[config.mk]
export PLATFORM = sky130hd
export DESIGN_NAME = sync_fifo_fwft
export DESIGN_NICKNAME = d
export VERILOG_FILES = /design/src/rtl/fifo_pkg.sv /design/src/rtl/simple_dpram_sclk.sv /design/src/rtl/sync_fifo_fwft.sv
export SDC_FILE = /design/constraint.sdc
export NUM_CORES = 1
export LEC_CHECK = 0
export CORE_ASPECT_RATIO = 1.1
export CORE_MARGIN = 2
export CORE_UTILIZATION = 35
export CTS_BUF_LIST = sky130_fd_sc_hd__clkbuf_8
export DETAILED_ROUTE_END_ITERATION = 16
export GPL_TIMING_DRIVEN = 0
export PLACE_DENSITY_LB_ADDON = 0.15
export SLEW_MARGIN = 20
export SYNTH_ARGS = -nofsm -noshare
export SYNTH_HDL_FRONTEND = slang
export SYNTH_SLANG_ARGS = --single-unit
export TNS_END_PERCENT = 30
[constraint.sdc]
create_clock -name i_clk -period 3.7 [get_ports i_clk]
set_input_delay 1.11 -clock i_clk [delete_from_list [all_inputs] [get_ports i_clk]]
set_output_delay 1.11 -clock i_clk [all_outputs]
set_load 0.02 [all_outputs]
[src/rtl/fifo_pkg.sv]
// ---------------------------------------------------------------------------
// fifo_pkg
// Shared definitions for the fifo library (synchronous and asynchronous
// FIFOs).
//   clog2       : constant-foldable ceiling log2, used to size counters
//   fifo_err_e  : common encoding of the FIFO error flags
// ---------------------------------------------------------------------------
package fifo_pkg;

    // Ceiling log2 usable in parameter/localparam expressions. clog2(1) = 0,
    // clog2(2) = 1, clog2(5) = 3. Kept here so every FIFO sizes its counters
    // the same way.
    function automatic int clog2(input int value);
        int result;
        result = 0;
        while ((1 << result) < value) begin
            result = result + 1;
        end
        return result;
    endfunction

    // Error flag encoding shared by the synchronous and asynchronous FIFOs,
    // so status registers built on top of either look identical.
    typedef enum logic [1:0] {
        FIFO_ERR_NONE = 2'b00,
        FIFO_ERR_OVF  = 2'b01,
        FIFO_ERR_UDF  = 2'b10
    } fifo_err_e;

endpackage

[src/rtl/simple_dpram_sclk.sv]
// ---------------------------------------------------------------------------
// simple_dpram_sclk
// Single-clock simple dual-port RAM with a registered read port. The read
// register only loads when i_re is high, so it holds its last value
// otherwise. The array has no reset.
//   i_clk    : clock
//   i_we     : write enable
//   i_waddr  : write address
//   i_wdata  : write data
//   i_re     : read enable (loads the output register)
//   i_raddr  : read address
//   o_rdata  : registered read data
// Parameters: ADDR_WIDTH, DATA_WIDTH, ENABLE_BYPASS (forward write data when
// a read and write hit the same address in the same cycle).
// ---------------------------------------------------------------------------
module simple_dpram_sclk #(
    parameter int ADDR_WIDTH    = 4,
    parameter int DATA_WIDTH    = 32,
    parameter bit ENABLE_BYPASS = 1'b0
) (
    input  logic                  i_clk,
    input  logic                  i_we,
    input  logic [ADDR_WIDTH-1:0] i_waddr,
    input  logic [DATA_WIDTH-1:0] i_wdata,
    input  logic                  i_re,
    input  logic [ADDR_WIDTH-1:0] i_raddr,
    output logic [DATA_WIDTH-1:0] o_rdata
);

    localparam int DEPTH = 1 << ADDR_WIDTH;

    logic [DATA_WIDTH-1:0] r_mem [DEPTH];
    logic [DATA_WIDTH-1:0] r_rdata;

    // Storage array write port. Deliberately unreset so it maps onto block
    // or distributed RAM.
    always_ff @(posedge i_clk) begin
        if (i_we) begin
            r_mem[i_waddr] <= i_wdata;
        end
    end

    // Registered read port. With bypass enabled a same-address write wins
    // over the stale array contents; without it, the caller guarantees the
    // two addresses never collide while both enables are high.
    generate
        if (ENABLE_BYPASS) begin : g_bypass
            always_ff @(posedge i_clk) begin
                if (i_re) begin
                    if (i_we && (i_waddr == i_raddr)) begin
                        r_rdata <= i_wdata;
                    end else begin
                        r_rdata <= r_mem[i_raddr];
                    end
                end
            end
        end else begin : g_noBypass
            always_ff @(posedge i_clk) begin
                if (i_re) begin
                    r_rdata <= r_mem[i_raddr];
                end
            end
        end
    endgenerate

    assign o_rdata = r_rdata;

endmodule

[src/rtl/sync_fifo_fwft.sv]
// ---------------------------------------------------------------------------
// sync_fifo_fwft
// Single-clock first-word-fall-through FIFO controller. The RAM's registered
// read port doubles as the head slot, so capacity is 2^ADDR_WIDTH + 1 words.
//   i_clk    : clock, all state on rising edge
//   i_rst_n  : asynchronous active-low reset
//   i_flush  : synchronous clear of all occupancy (beats push/pop)
//   i_push   : write request
//   i_din    : write data
//   i_pop    : consume head word (only meaningful while o_valid)
//   o_dout   : head word, undefined while o_valid is low
//   o_valid  : head word present
//   o_full   : a push this cycle will be dropped
//   o_afull  : o_count >= AFULL_LEVEL
//   o_count  : words held (RAM plus head)
//   o_ovf    : one-cycle pulse, a push was dropped
//   o_udf    : one-cycle pulse, pop while empty
// ---------------------------------------------------------------------------
module sync_fifo_fwft
    import fifo_pkg::*;
#(
    parameter int ADDR_WIDTH  = 4,
    parameter int DATA_WIDTH  = 32,
    parameter int AFULL_LEVEL = (1 << ADDR_WIDTH) - 2
) (
    input  logic                  i_clk,
    input  logic                  i_rst_n,
    input  logic                  i_flush,
    input  logic                  i_push,
    input  logic [DATA_WIDTH-1:0] i_din,
    input  logic                  i_pop,
    output logic [DATA_WIDTH-1:0] o_dout,
    output logic                  o_valid,
    output logic                  o_full,
    output logic                  o_afull,
    output logic [ADDR_WIDTH:0]   o_count,
    output logic                  o_ovf,
    output logic                  o_udf
);

    localparam int DEPTH     = 1 << ADDR_WIDTH;
    localparam int CNT_WIDTH = clog2(DEPTH + 1);

    localparam logic [ADDR_WIDTH-1:0] PTR_ONE   = ADDR_WIDTH'(1);
    localparam logic [CNT_WIDTH-1:0]  CNT_ONE   = CNT_WIDTH'(1);
    localparam logic [CNT_WIDTH-1:0]  CNT_DEPTH = CNT_WIDTH'(DEPTH);

    logic [ADDR_WIDTH-1:0] r_wptr;
    logic [ADDR_WIDTH-1:0] r_rptr;
    logic [CNT_WIDTH-1:0]  r_ramCnt;
    logic                  r_valid;
    logic                  r_ovf;
    logic                  r_udf;

    logic                  w_full;
    logic                  w_we;
    logic                  w_re;
    logic [CNT_WIDTH-1:0]  w_count;

    // Full looks only at registered RAM occupancy, so a pop in the same
    // cycle never frees room for a push. That keeps the write and read
    // addresses apart whenever both fire, so the RAM needs no bypass.
    assign w_full = (r_ramCnt == CNT_DEPTH);

    // A RAM read refills the head slot whenever it is empty or being
    // consumed this cycle; flush suppresses both RAM ports.
    assign w_we = i_push && !w_full && !i_flush;
    assign w_re = (r_ramCnt != '0) && (!r_valid || i_pop) && !i_flush;

    assign w_count = r_ramCnt + {{(CNT_WIDTH-1){1'b0}}, r_valid};

    // Pointer, occupancy and pulse-flag state. Flush returns everything to
    // the empty state without raising error pulses; otherwise the RAM
    // occupancy tracks writes minus reads and the head-valid bit is set by a
    // refill and cleared by a pop that has nothing behind it.
    always_ff @(posedge i_clk or negedge i_rst_n) begin
        if (!i_rst_n) begin
            r_wptr   <= '0;
            r_rptr   <= '0;
            r_ramCnt <= '0;
            r_valid  <= 1'b0;
            r_ovf    <= 1'b0;
            r_udf    <= 1'b0;
        end else if (i_flush) begin
            r_wptr   <= '0;
            r_rptr   <= '0;
            r_ramCnt <= '0;
            r_valid  <= 1'b0;
            r_ovf    <= 1'b0;
            r_udf    <= 1'b0;
        end else begin
            if (w_we) begin
                r_wptr <= r_wptr + PTR_ONE;
            end
            if (w_re) begin
                r_rptr <= r_rptr + PTR_ONE;
            end
            if (w_we && !w_re) begin
                r_ramCnt <= r_ramCnt + CNT_ONE;
            end else if (!w_we && w_re) begin
                r_ramCnt <= r_ramCnt - CNT_ONE;
            end
            if (w_re) begin
                r_valid <= 1'b1;
            end else if (i_pop) begin
                r_valid <= 1'b0;
            end
            r_ovf <= i_push && w_full;
            r_udf <= i_pop && !r_valid;
        end
    end

    // Storage. The read register of this RAM is the visible head word.
    simple_dpram_sclk #(
        .ADDR_WIDTH    (ADDR_WIDTH),
        .DATA_WIDTH    (DATA_WIDTH),
        .ENABLE_BYPASS (1'b0)
    ) u_ram (
        .i_clk   (i_clk),
        .i_we    (w_we),
        .i_waddr (r_wptr),
        .i_wdata (i_din),
        .i_re    (w_re),
        .i_raddr (r_rptr),
        .o_rdata (o_dout)
    );

    assign o_valid = r_valid;
    assign o_full  = w_full;
    assign o_count = w_count;
    assign o_afull = (32'(w_count) >= AFULL_LEVEL);
    assign o_ovf   = r_ovf;
    assign o_udf   = r_udf;

endmodule

==> impl_metrics.yaml, run 1 <==
outcome:
  outcome: "completed"
logic_synthesis:
  ys_types: 42
  synth_compound_gate_area_share_pct: 5.20
  synth_cells: 1114
  synth_top_family_by_area: "multiplexers"
  syn_avg_cell_area_um2: 19.4
  syn_area_um2: 21700
  seq_area_frac_synth_pct: 77.3
  netlist_top_cells_area: "edfxtp_1, mux4_2, mux2i_1"
  yosys-mux-area-fraction_pct: 12.9
  yosys.area_share.simple_pct: 2.04
  post-synth-top-area-cell: "edfxtp_1"
  synth_top_area_share_pct: 75.4
  ys_seq_elements: 560
  synth_xor_area_share_pct: 0.445
  ys_warn_count: 0
  synth_adder_area_share_pct: 0.728
  syn_nets: 1163
place:
  hpwl_um: 34600
  dp_slack_ns: -0.240
  portBuffers: 76
  dp.cells: 2047
  gp_congestion: 0.714
drt:
  drt_wl_total_um: 52800
  via_count: 11000
  ant_nets: 0
  drc_errors: 0
  routedWlPerCell_um: 24.0
  viasPerCell: 5.01
  drtIter0Drc: 641
  first_pass_iters: 5
job:
  cap_violations: 0
critical_path:
  cp_max_fo: 5
  worstSetupStartpointType: "register"
  cp-end-kind: "primary output"
  cp.required_ns: 2.59
  slowest_stage: "clkdlybuf4s50_1"
  worstPathArrival_ns: 2.39
  critPathKind: "reg -> out"
  crit_top_cell: "ha_1"
  cp_slowest_stage_delay_ns: 0.64
  crit_chain: "ha_1, ha_1, xor2_1, clkdlybuf4s50_1"
floorplanning:
  ios: 79
  dieWidth_um: 241
  die_area_um2: 63900
  core_um2: 61200
  start_util_pct: 35.4
  row_count: 95
  die_h_um: 265
global_routing:
  grt_pass1_wl_um: 78300
  first_global_vias: 11800
  grt_max_degree: 21
  track_usage_pct: 17.1
  grt-ovfl-total: 0
  antenna_found_initial: 1
sta:
  finalSetupViolCount: 0
  slew_viol_final: 0
  slew_headroom_pct: 26.3
  min_period_ns: 3.50
  tightest_slew_ns: 1.11
  skew_ns: 0.0136
  final_hold_viol_count: 0
  tns_ns: 0
  max_freq_mhz: 286
  rsz0062_at_grt: "no"
  setup_slack_ns: 0.200
  hold_slack_ns: 0.541
  timing.final.crit_share_pct: 94.6
power_and_ir_drop:
  p_leak_nw: 8.40
  vdd_ir_drop_max_v: 0.000309
  p_per_area_nw_per_um2: 619
clock_tree:
  cts_buffers: 92
  cts_max_path_buffers: 3
  cts.sinks: 560
  cts_max_level: 3
  cts_hold_buf: 0
  cts_root_buf: "clkbuf_8"
  path_clk_slew_ns: 0.06
  cts_tree: "done"
  insertion_delay_ns: 0.67
final_layout:
  fin_util_pct: 42.5
  multi_input_comb_area_um2: 4760
  drive_gt1_share_pct: 21.5
  final_cell_count_no_fill: 2204
  final.fill_count: 5454
  register_area_um2: 16700
  area_delta_synth_final_pct: 20.1
  nNetsFinal: 1368
min_path:
  min_path_type: "reg -> reg"
[final cells by class]
type / count / share of cell area (%)
multi-input combinational: 491 / 18.3
inverter: 4 / 0.0577
tap: 824 / 3.96
antenna: 1 / 0.00962
clock inverter: 53 / 1.13
buffer: 59 / 1.14
sequential: 560 / 64.3
timing repair buffer: 111 / 5.71
clock buffer: 101 / 5.34
[flip-flops by register name, indices dropped and copies added (netlist names)]
name,cells
o_ovf,1
o_udf,1
o_valid,1
r_ramCnt,5
r_rptr,4
r_wptr,4
u_ram.o_rdata,32
u_ram.r_mem,512
[power breakdown]
part	internal [mW]	leakage (nW)	total (mW)	switching [mW]
sequential	7.31	5.13	7.42	0.117
combinational	1.63	2.31	3.62	1.99
clock	2.69	0.970	5.06	2.37
total	11.6	8.40	16.1	4.48
[synthesized netlist by cell type (all sizes together)]
cell      n
mux2i    99
edfxtp  544
a21oi    39
and2      1
nor4      1
a221oi   32
or3       1
dfrtp    16
o221ai    1
inv       4
nand2    47
o211ai    1
a31oi     2
o21ai    68
nor4b     1
nor3      4
nand3     8
nand3b    1
a22oi    32
clkbuf   31
mux4     64
nor3b     2
mux2     32
a31o      1
ha       11
xnor2     4
or4       1
nand2b    3
nor2b     2
buf      28
a21o      1
nor2     24
xor2      7
fa        1
[worst max-delay path: cells and delay by family, from the launching register on]
family,cells,cell delay [ns]
xor+xnor,1,0.20
flops,1,0.43
fa+ha+maj,2,0.45
buf+inv,1,0.64
[kinds of logic (layout without fill, tap and decap cells)]
| group | count (synthesis) | after routing |
|---|---|---|
| DFF | 560 | 560 |
| muxes | 195 | 195 |
| AOI/OAI and AO/OA | 177 | 177 |
| and+or+nand+nor | 96 | 96 |
| buffers and inverters | 63 | 328 |
| adders and majority gates | 12 | 12 |
| xor gates and xnor gates | 11 | 11 |
| other | 0 | 1 |
[path summary, 6_finish.rpt]
check / startpoint / end / depth (start not counted) / slack (ns)
min in group asynchronous: i_rst_n / r_rptr[3] / 1 / 0.91
hold / removal: o_valid / o_udf / 1 / 0.54
hold reg to reg: o_valid / o_udf / 1 / 0.54
max in group asynchronous: i_rst_n / r_ramCnt[0] / 1 / 2.25
setup / recovery: o_valid / o_count[2] / 4 / 0.20
setup reg to reg: r_ramCnt[1] / r_ramCnt[4] / 9 / 0.47
[placed cells by master (no fill, tap or decap), drive strengths merged, types with 39 or more instances in the layout]
master | synthesis | layout
mux2i | 99 | 99
buf | 28 | 63
clkbuf | 31 | 132
nand2 | 47 | 47
mux4 | 64 | 64
o21ai | 68 | 68
clkdlybuf4s50 | 0 | 73
a21oi | 39 | 39
edfxtp | 544 | 544
[timing repair]
| item | 4_1_cts | 5_1_grt |
|---|---|---|
| setup endpoints to repair | 3 | 2 |
| pin swaps | 0 | 1 |
| buffers inserted | 1 | 1 |
| resized for setup | 2 | 2 |
[layer usage]
| metal | GRT usage [%] | routed length [um] | part of all wire [%] | vias to the layer above |
|---|---|---|---|---|
| li1 | - | - | - | 4960 |
| met3 | 3.09 | 2150 | 4.1 | 77 |
| met4 | 5.64 | 1150 | 2.2 | 0 |
| met1 | 22.4 | 23000 | 44 | 5760 |
| met2 | 28.6 | 26500 | 50 | 248 |
| met5 | 0 | 0 | 0 | - |
[metrics by stage]
stage	area (um^2)	total power [mW]
after floorplan	21700	9.90
after global placement	23500	11.2
after detailed placement	24300	11.2
after CTS	26000	16.3
after global routing	26000	16.8
final	26000	16.1
Power figures use the tool's default switching activity.
==> run 2, diff against run 1 <==
- ABC_CLOCK_PERIOD_IN_PS: default -> 3700
- REMOVE_ABC_BUFFERS: default -> 1
==> impl_metrics.yaml, run 2 (synthesis results as in run 1) <==
floorplanning:
  row_count: 95
  ios: 79
  core_um2: 61200
  die_h_um: 265
  start_util_pct: 35.4
  dieWidth_um: 241
  die_area_um2: 63900
global_routing:
  grt-ovfl-total: 0
  grt_max_degree: 48
  first_global_vias: 11600
  antenna_found_initial: 3
  grt_pass1_wl_um: 75400
  track_usage_pct: 16.3
clock_tree:
  cts_tree: "done"
  cts_max_level: 3
  cts_buffers: 94
  path_clk_slew_ns: 0.06
  cts_max_path_buffers: 3
  postCtsSetupRepairBufs: 0
  insertion_delay_ns: 0.67
  cts_root_buf: "clkbuf_8"
  cts.sinks: 560
sta:
  final_hold_viol_count: 0
  timing.final.crit_share_pct: 96.0
  max_freq_mhz: 281
  skew_ns: 0.0225
  hold_slack_ns: 0.520
  rsz0062_at_grt: "no"
  tns_ns: 0
  finalSetupViolCount: 0
  setup_slack_ns: 0.147
  slew_viol_final: 0
  min_period_ns: 3.55
  tightest_slew_ns: 0.834
  slew_headroom_pct: 44.2
critical_path:
  crit_chain: "ha_1, ha_1, xor2_1, clkdlybuf4s50_1"
  rr_startpoint: "r_ramCnt[1]"
  path_buf_inv: 1
  cp_slowest_stage_delay_ns: 0.65
  crit_start: "r_ramCnt[0]"
  cp-end-kind: "primary output"
  cp_max_fo: 6
  crit_family: "buffers and inverters"
  cp.required_ns: 2.59
  crit_top_cell: "ha_1"
  slowest_stage: "clkdlybuf4s50_1"
  critPathKind: "reg -> out"
  worstPathArrival_ns: 2.44
  worstSetupStartpointType: "register"
place:
  hpwl_um: 31100
  dp_slack_ns: -0.523
  dpl_cell_area_um2: 24500
  gp_congestion: 0.686
  portBuffers: 78
  dp.cells: 2020
power_and_ir_drop:
  p_leak_nw: 8.51
  p_per_area_nw_per_um2: 606
  total_power_mw: 15.9
  vdd_ir_drop_max_v: 0.000321
drt:
  ant_nets: 0
  drc_errors: 0
  via_count: 11000
  drtIter0Drc: 897
  routedWlPerCell_um: 23.5
  first_pass_iters: 5
  viasPerCell: 5.04
  drt_wl_total_um: 51200
min_path:
  holdCritStartpoint: "o_valid"
  min_path_type: "reg -> reg"
final_layout:
  postLayoutCellArea_um2: 26200
  layout_commonest_cell: "edfxtp_1"
  final_cell_mix: "edfxtp_1, mux2i_1, clkbuf_8"
  regMostFlops: "u_ram.r_mem"
  largest_reg_flops: 512
  fin_util_pct: 42.8
  nNetsFinal: 1341
  final_cell_count_no_fill: 2177
  area_delta_synth_final_pct: 21.0
  drive_gt1_share_pct: 22.5
job:
  cap_violations: 0
outcome:
  outcome: "completed"
[run 2: cell types whose count changed in the layout (fill, tap and decap cells not counted), sizes merged]
cell          previous run  this run
clkbuf                 132        97
clkinv                  22        27
dlymetal6s2s             2         4
inv                     31        32
[run 2: worst reg2reg max path, cell delays in order (launching register included)]
cell and delay, ns:
dfrtp_1 0.50, or4_4 0.60, o21ai_1 0.34, nand2_1 0.25
fa_1 0.46, a21o_1 0.19, a21oi_1 0.34, nor4b_1 0.27
o21ai_0 0.13, a31oi_1 0.13
[run 2: routing by layer]
metal	routed length, um	GRT usage (%)	vias up	part of all wire, %
li1	-	-	4914	-
met1	24000	23.6	5713	47
met2	23700	24.8	251	46
met3	2270	2.99	85	4.4
met4	1090	5.77	4	2.1
met5	22	0	-	0.043
[run 2: worst paths after layout]
path	endpoint	slack, ns	cells past startpoint
setup / recovery	o_count[2]	0.15	4
hold / removal	o_udf	0.52	1
setup reg to reg	r_ramCnt[4]	0.40	9
hold reg to reg	o_udf	0.52	1
max in group asynchronous	r_rptr[2]	2.17	1
min in group asynchronous	o_udf	0.92	1
[run 2: cell type report]
cell class | instances | area [um^2]
Tap cell | 824 | 1030
Timing Repair Buffer | 141 | 2010
Sequential cell | 560 | 16800
Clock inverter | 59 | 325
Fill cell | 5383 | 35000
Antenna cell | 1 | 2.50
Clock buffer | 97 | 1340
Inverter | 4 | 15.0
Multi-Input combinational cell | 491 | 4740
[run 2: power breakdown]
group          internal [mW]  switching, mW
logic                   1.67           1.63
clock network           2.61           2.37
registers               7.31          0.300
[run 2: timing repair]
item                       CTS  global route
pin swaps                    0             1
setup endpoints to repair    3             3
hold buffers                 0             0
gates resized for setup      2             4
